## src/rtl/dff_pkg.sv

```systemverilog
// Shared constants for the dff_shift_reg register bank: mode encodings and default width.
package dff_pkg;

    localparam logic [1:0] MODE_HOLD = 2'b00;
    localparam logic [1:0] MODE_SHR  = 2'b01;
    localparam logic [1:0] MODE_SHL  = 2'b10;
    localparam logic [1:0] MODE_LOAD = 2'b11;

    localparam int DEFAULT_WIDTH = 8;

endpackage

```

## src/rtl/dff_bit.sv

```systemverilog
// Single register cell: 4:1 next-value mux (hold / right neighbour / left neighbour / load),
// synchronous reset to a per-cell value, true and complement outputs.
module dff_bit
    import dff_pkg::*;
(
    input  logic       clk,
    input  logic       rst,
    input  logic       en,
    input  logic [1:0] m,
    input  logic       d,
    input  logic       r_in,
    input  logic       l_in,
    input  logic       rst_val,
    output logic       q,
    output logic       nq,
    output logic       q_nxt
);

    logic q_d;
    logic q_q;

    // Unknown enable or mode yields X rather than silently holding.
    always_comb begin
        q_d = q_q;
        case (en)
            1'b0: q_d = q_q;
            1'b1: begin
                case (m)
                    MODE_HOLD: q_d = q_q;
                    MODE_SHR:  q_d = r_in;
                    MODE_SHL:  q_d = l_in;
                    MODE_LOAD: q_d = d;
                    default:   q_d = 1'bx;
                endcase
            end
            default: q_d = 1'bx;
        endcase
    end

    always_ff @(posedge clk) begin
        if (rst) begin
            q_q <= rst_val;
        end else begin
            q_q <= q_d;
        end
    end

    assign q     = q_q;
    assign nq    = ~q_q;
    assign q_nxt = q_d;

endmodule

```

## src/rtl/dff_shift_reg.sv

```systemverilog
// WIDTH-bit shift/load register bank built from dff_bit cells, with optional end-around
// rotation and a registered change-detect flag.
module dff_shift_reg
    import dff_pkg::*;
#(
    parameter int                 WIDTH     = DEFAULT_WIDTH,
    parameter logic [WIDTH-1:0]   RESET_VAL = '0,
    parameter bit                 ROTATE    = 1'b0
) (
    input  logic             C,
    input  logic             R,
    input  logic             EN,
    input  logic [1:0]       M,
    input  logic [WIDTH-1:0] D,
    input  logic             SIR,
    input  logic             SIL,
    output logic [WIDTH-1:0] Q,
    output logic [WIDTH-1:0] nQ,
    output logic             SOR,
    output logic             SOL,
    output logic             CHG
);

    logic [WIDTH-1:0] q_vec;
    logic [WIDTH-1:0] nq_vec;
    logic [WIDTH-1:0] nxt_vec;
    logic [WIDTH-1:0] r_nb;
    logic [WIDTH-1:0] l_nb;
    logic             end_r;
    logic             end_l;
    logic             chg_d;
    logic             chg_q;

    // Bits entering at the two ends: wrapped-around bit when rotating, serial input otherwise.
    assign end_r = ROTATE ? q_vec[0]       : SIR;
    assign end_l = ROTATE ? q_vec[WIDTH-1] : SIL;

    generate
        if (WIDTH == 1) begin : g_single
            assign r_nb = end_r;
            assign l_nb = end_l;
        end else begin : g_chain
            assign r_nb = {end_r, q_vec[WIDTH-1:1]};
            assign l_nb = {q_vec[WIDTH-2:0], end_l};
        end
    endgenerate

    for (genvar i = 0; i < WIDTH; i++) begin : g_bit
        dff_bit u_bit (
            .clk     (C),
            .rst     (R),
            .en      (EN),
            .m       (M),
            .d       (D[i]),
            .r_in    (r_nb[i]),
            .l_in    (l_nb[i]),
            .rst_val (RESET_VAL[i]),
            .q       (q_vec[i]),
            .nq      (nq_vec[i]),
            .q_nxt   (nxt_vec[i])
        );
    end

    always_comb begin
        chg_d = (nxt_vec != q_vec);
    end

    always_ff @(posedge C) begin
        if (R) begin
            chg_q <= 1'b0;
        end else begin
            chg_q <= chg_d;
        end
    end

    assign Q   = q_vec;
    assign nQ  = nq_vec;
    assign SOR = q_vec[0];
    assign SOL = q_vec[WIDTH-1];
    assign CHG = chg_q;

endmodule
```

## config.mk

```make
export PLATFORM = sky130hd
export DESIGN_NAME = dff_shift_reg
export DESIGN_NICKNAME = d
export VERILOG_FILES = /design/src/rtl/dff_pkg.sv /design/src/rtl/dff_bit.sv /design/src/rtl/dff_shift_reg.sv
export SDC_FILE = /design/constraint.sdc
export NUM_CORES = 1
export LEC_CHECK = 0
export CAP_MARGIN = 40
export CORE_ASPECT_RATIO = 0.8
export CORE_MARGIN = 4
export CORE_UTILIZATION = 41
export DETAILED_ROUTE_END_ITERATION = 10
export PLACE_DENSITY = 0.83
export SKIP_LAST_GASP = 1
export SYNTH_ARGS = -nofsm -noshare
export SYNTH_HDL_FRONTEND = slang
export SYNTH_HIERARCHICAL = 1
export SYNTH_SLANG_ARGS = --single-unit
```

## constraint.sdc

```tcl
create_clock -name C -period 1.6 [get_ports C]
set_input_delay 0.4 -clock C [delete_from_list [all_inputs] [get_ports C]]
set_output_delay 0.4 -clock C [all_outputs]
set_load 0.01 [all_outputs]
```

### After elaboration in Yosys (flattened, before gate mapping)

Index checks and enable logic that the tools add are counted.

* bits in registers: 9
* output and inout port bits: 19
* input port bits: 15
* logic and storage cells: 39

* bitwise gates (word level): 9
* equality and inequality tests: 4
* reduce and logical (&&, ||, !) cells: 1
* multiplexer cells: 16

Operators by type and width (number)
* one-hot mux 1 bit (4 select lines): 8
* one-hot mux 1 bit (2 select lines): 8
* NOT 1 bit: 9
* inequality test 8 bit: 1
* == test 2 bit, second input constant: 2
* == test 2 x 1 -> 1 bit, second input constant: 1
* zero test 2 bit: 1

### Logic depth before layout (Yosys ltp)

* depth in word-level cells: 4
* depth in mapped cells: 6
* depth with buffers taken out: 6

### Hierarchy

Netlist, hierarchy kept.

Modules (own cells, without submodules)
* dff_bit: cells each 12, sequential area each 20.0 um^2, area an instance 82.6 um^2, times used 8
* dff_shift_reg: cells each 15, sequential area each 20.0 um^2, area an instance 126.4 um^2, times used 1

### Least setup slack after synthesis

Ideal clock, no wire load.

* path kind: register -> register
* start point: register g_bit[5].u_bit.q_q
* end point: register chg_q, in the netlist CHG
* cell stages (with the launch flop): 7
* setup time: 0.127 ns
* arrival: 1.255 ns
* path buffers: 0
* period minus slack after synthesis: 1.382 ns
* path slack: 0.218 ns
* required time: 1.473 ns
* cells stage by stage: dfxtp_1 > inv_1 > o22a_1 > nand2_1 > xor2_1 > nor4_1 > a21oi_1

* word-level cells in the longest chain between the ends: 3
* elaborated cells on any way between the ends: 7
* those cells by class: eq/ne (1); mux (6)

Ends and longest elaborated chain
* start: declaration: RTL line dff_bit.sv:20 `logic q_q;`
* start signal: assignment: RTL line dff_bit.sv:42 `q_q <= rst_val;`
* start signal: assignment: RTL line dff_bit.sv:44 `q_q <= q_d;`
* one-hot mux 1 bit (4 select lines): RTL line dff_bit.sv:28 `case (m)`
* one-hot mux 1 bit (2 select lines) *: RTL line dff_bit.sv:25 `case (en)`
* net nxt_vec[5]: RTL line dff_shift_reg.sv:26 `logic [WIDTH-1:0] nxt_vec;`
* inequality test 8 bit *: RTL line dff_shift_reg.sv:65 `chg_d = (nxt_vec != q_vec);`
* end signal: assignment: RTL line dff_shift_reg.sv:72 `chg_q <= chg_d;`
* end: declaration: RTL line dff_shift_reg.sv:32 `logic chg_q;`

The timed path passes the listed nets; every way through them passes the cells marked *.
A chain may end at the register's enable or synchronous reset.

### Final worst setup path

* start point: input D[5]
* end point: register chg_q, in the netlist CHG

* word-level cells in the longest chain between the ends: 3

Ends and longest elaborated chain
* start: declaration: RTL line dff_shift_reg.sv:14 `input logic [WIDTH-1:0] D,`
* one-hot mux 1 bit (4 select lines): RTL line dff_bit.sv:28
* one-hot mux 1 bit (2 select lines): RTL line dff_bit.sv:25
* net nxt_vec[5]: RTL line dff_shift_reg.sv:26
* inequality test 8 bit: RTL line dff_shift_reg.sv:65

The timed path passes the listed nets, and every way through them passes these cells.

==> flow_summary.json <==
{
  "ant_nets": 0,
  "peakVddDrop_uv": 756,
  "clockRootBuffer": "clkbuf_4",
  "finalHoldViolations": 0,
  "port_buffers": 33,
  "cts_tree": "built",
  "rr_startpoint": "g_bit[6].u_bit/q",
  "routabilityCongestion": 0.759,
  "leakagePower_nw": 0.738,
  "synth_seq_cells": 9,
  "rsz0062_at_grt": "true",
  "grt_pass1_wl_um": 4150,
  "regToRegEndpoint": "CHG",
  "ios": 34,
  "hold_start": "M[0]",
  "wl_per_cell_um": 13.6,
  "slew_violations": 0,
  "fmax_mhz": 627,
  "cp_max_fo": 2,
  "cp-start-kind": "input pin",
  "status": "finished clean",
  "post-route-min-period_ps": 1590,
  "cts.htree.levels": 1,
  "netlist.area_leader.share_pct": 22.9,
  "finalSetupTns_ps": 0,
  "coreArea_mm2": 0.00172,
  "cts.sinks": 9,
  "wl_um": 2560,
  "arrival_ps": 1750,
  "skew_ps": 3.02,
  "setup_violations": 0,
  "criticalPathCategory": "input pin to register",
  "cts.clk_slew.worst_paths_ps": 70,
  "dieArea_mm2": 0.00269,
  "track_usage_pct": 20.0,
  "cp-end-kind": "register",
  "synth.distinct_cells": 15,
  "nFillCells": 135,
  "cp_slowest_cell": "clkdlybuf4s50_1",
  "dieWidth_um": 57.0,
  "nets": 183,
  "yosys_warnings": 6,
  "hold_buffers": 0,
  "yosysSeqAreaShare_pct": 22.9,
  "clock_latency_ps": 280,
  "crit_chain": "clkdlybuf4s50_1, mux2i_1, o22a_1, nand2_1, xor2_1, nor4_2, a21oi_1",
  "post_drt_via_cell_ratio": 5.04,
  "maxCapViolCount": 0,
  "drive_above_1_share_pct": 17.4,
  "dp_slack_ps": -636,
  "power_density_mw_per_mm2": 659,
  "path_delay_family": "buffers and inverters",
  "crit_required_ps": 1750,
  "hold-path-cell-count": 4,
  "place_hpwl_um": 1640,
  "antenna_found_initial": 0,
  "synth_area_leaders": "dfxtp_1 23%, mux2i_1 10%, o22a_1 8.9%, xor2_1 8.9%, a21o_1 7.6%",
  "syn_inst": 111,
  "r2r_slack_ps": 200,
  "vias": 953,
  "multi_input_area_um2": 571,
  "holdPathEnd": "g_bit[3].u_bit/q",
  "critPathBufInv": 1,
  "antenna-diode-count": 0,
  "numCtsBuffers": 3,
  "drcViolationCount": 0,
  "grt_max_degree": 16,
  "hold_path.class": "input pin to register",
  "synth_area_per_cell_um2": 7.09,
  "drtPass1Iterations": 4,
  "syn_to_final_growth_pct": 75.2,
  "rows": 13,
  "fin_crit_sh_pct": 99.7,
  "die_h_um": 47.2,
  "hold-worst-slack_ps": 629,
  "drtIter0Drc": 24,
  "worst_slack_ps": 5.21,
  "rr_worst_depth": 6,
  "overflow": 0,
  "initial_core_util_pct": 45.6,
  "seqCellArea_um2": 190,
  "syn-cell-area_um2": 787,
  "cpPeakStageDelay_ps": 420,
  "synth_top_area_cell": "dfxtp_1",
  "grt_pass1_vias": 895,
  "cts_buffer_depth": 2
}
-- metal layers --
layer | global-route usage (%) | vias to the layer above | wire length [um]
met3 | 7.14 | 3 | 223
li1 | - | 485 | -
met5 | 0 | - | 0
met1 | 25.1 | 429 | 1130
met2 | 33.9 | 36 | 1190
met4 | 4.17 | 0 | 15
-- final cells by class --
type / count / share of cell area (%)
Inverter: 16 / 4.36
Timing Repair Buffer: 47 / 36.6
Clock buffer: 4 / 1.91
Tap cell: 22 / 2.00
Multi-Input combinational cell: 91 / 41.4
Sequential cell: 9 / 13.8
-- layout by cell type, fill, tap and decap left out --
cell	n
nand2_1	16
clkbuf_2	2
a21o_1	8
nor4_2	2
a31oi_1	8
buf_4	9
mux2i_1	8
clkbuf_4	3
inv_1	16
nand3_1	8
dlymetal6s2s_1	4
bufbuf_16	2
buf_12	3
dlygate4sd2_1	15
clkbuf_1	1
clkdlybuf4s50_1	12
xor2_1	8
dfxtp_2	8
dfxtp_1	1
conb_1	8
a21oi_1	1
nor2_1	8
nand2b_1	8
o22a_1	8
-- cell usage after synthesis, drive strengths merged --
| library cell | count |
|---|---|
| inv | 16 |
| nand2 | 16 |
| dfxtp | 9 |
| a21o | 8 |
| a31oi | 8 |
| mux2i | 8 |
| nand2b | 8 |
| nand3 | 8 |
| nor2 | 8 |
| o22a | 8 |
| xor2 | 8 |
| buf | 2 |
| nor4 | 2 |
| a21oi | 1 |
| conb | 1 |
-- kinds of logic after synthesis --
kind of cell	synth area share, %
AOI/OAI and AO/OA	23.5
xor gates and xnor gates	8.90
buffers and inverters	9.54
DFF	22.9
muxes	10.2
other	0.476
and+or+nand+nor	24.5
-- registers in the layout, summed over array words and instances (netlist names) --
| signal | cells |
|---|---|
| CHG | 1 |
| g_bit.u_bit/q | 8 |
-- repair_timing --
action                                  4_1_cts  5_1_grt
gates resized for setup                      24       11
gates cloned                                  2        0
setup buffers                                 1        2
endpoints found under the hold margin         0        0
endpoints found under the setup margin       19        4
pin swaps                                     1        2
-- worst max-delay path by stage --
| stage | startpoint | depth (start not counted) | endpoint | slack, ps |
|---|---|---|---|---|
| after floorplan | g_bit[5].u_bit/q | 6 | CHG | 220 |
| after global placement | M[1] | 8 | CHG | -570 |
| after detailed placement | M[1] | 8 | CHG | -640 |
| after CTS | M[0] | 8 | CHG | -90 |
| after global routing | D[1] | 7 | CHG | -110 |
| final | D[5] | 7 | CHG | 5 |
-- metrics by stage --
step / power (mW) / util, % / instance area (um2) / std cells
floorplan: 0.479 / - / 813 / 118
global placement: 0.690 / 73.1 / 1260 / 180
detailed placement: 0.699 / 73.1 / 1260 / 180
CTS: 0.889 / 78.2 / 1350 / 187
global route: 0.971 / 80.0 / 1380 / 189
finish: 0.908 / 80.0 / 1380 / 189
-- worst reg2reg max path, stage by stage (launching register included) --
cell and delay (ps):
dfxtp_2 350, mux2i_1 140, o22a_1 190, nand2_1 90
xor2_1 150, nor4_2 260, a21oi_1 90
-- where the power goes --
group | switching [mW] | leakage [nW] | total (mW) | internal, mW
Clock | 0.0979 | 0.0150 | 0.195 | 0.0969
Combinational | 0.192 | 0.648 | 0.421 | 0.229
Sequential | 0.0388 | 0.0755 | 0.293 | 0.254
Total | 0.329 | 0.738 | 0.908 | 0.580
Note: power is estimated with default switching activity, not from simulation.
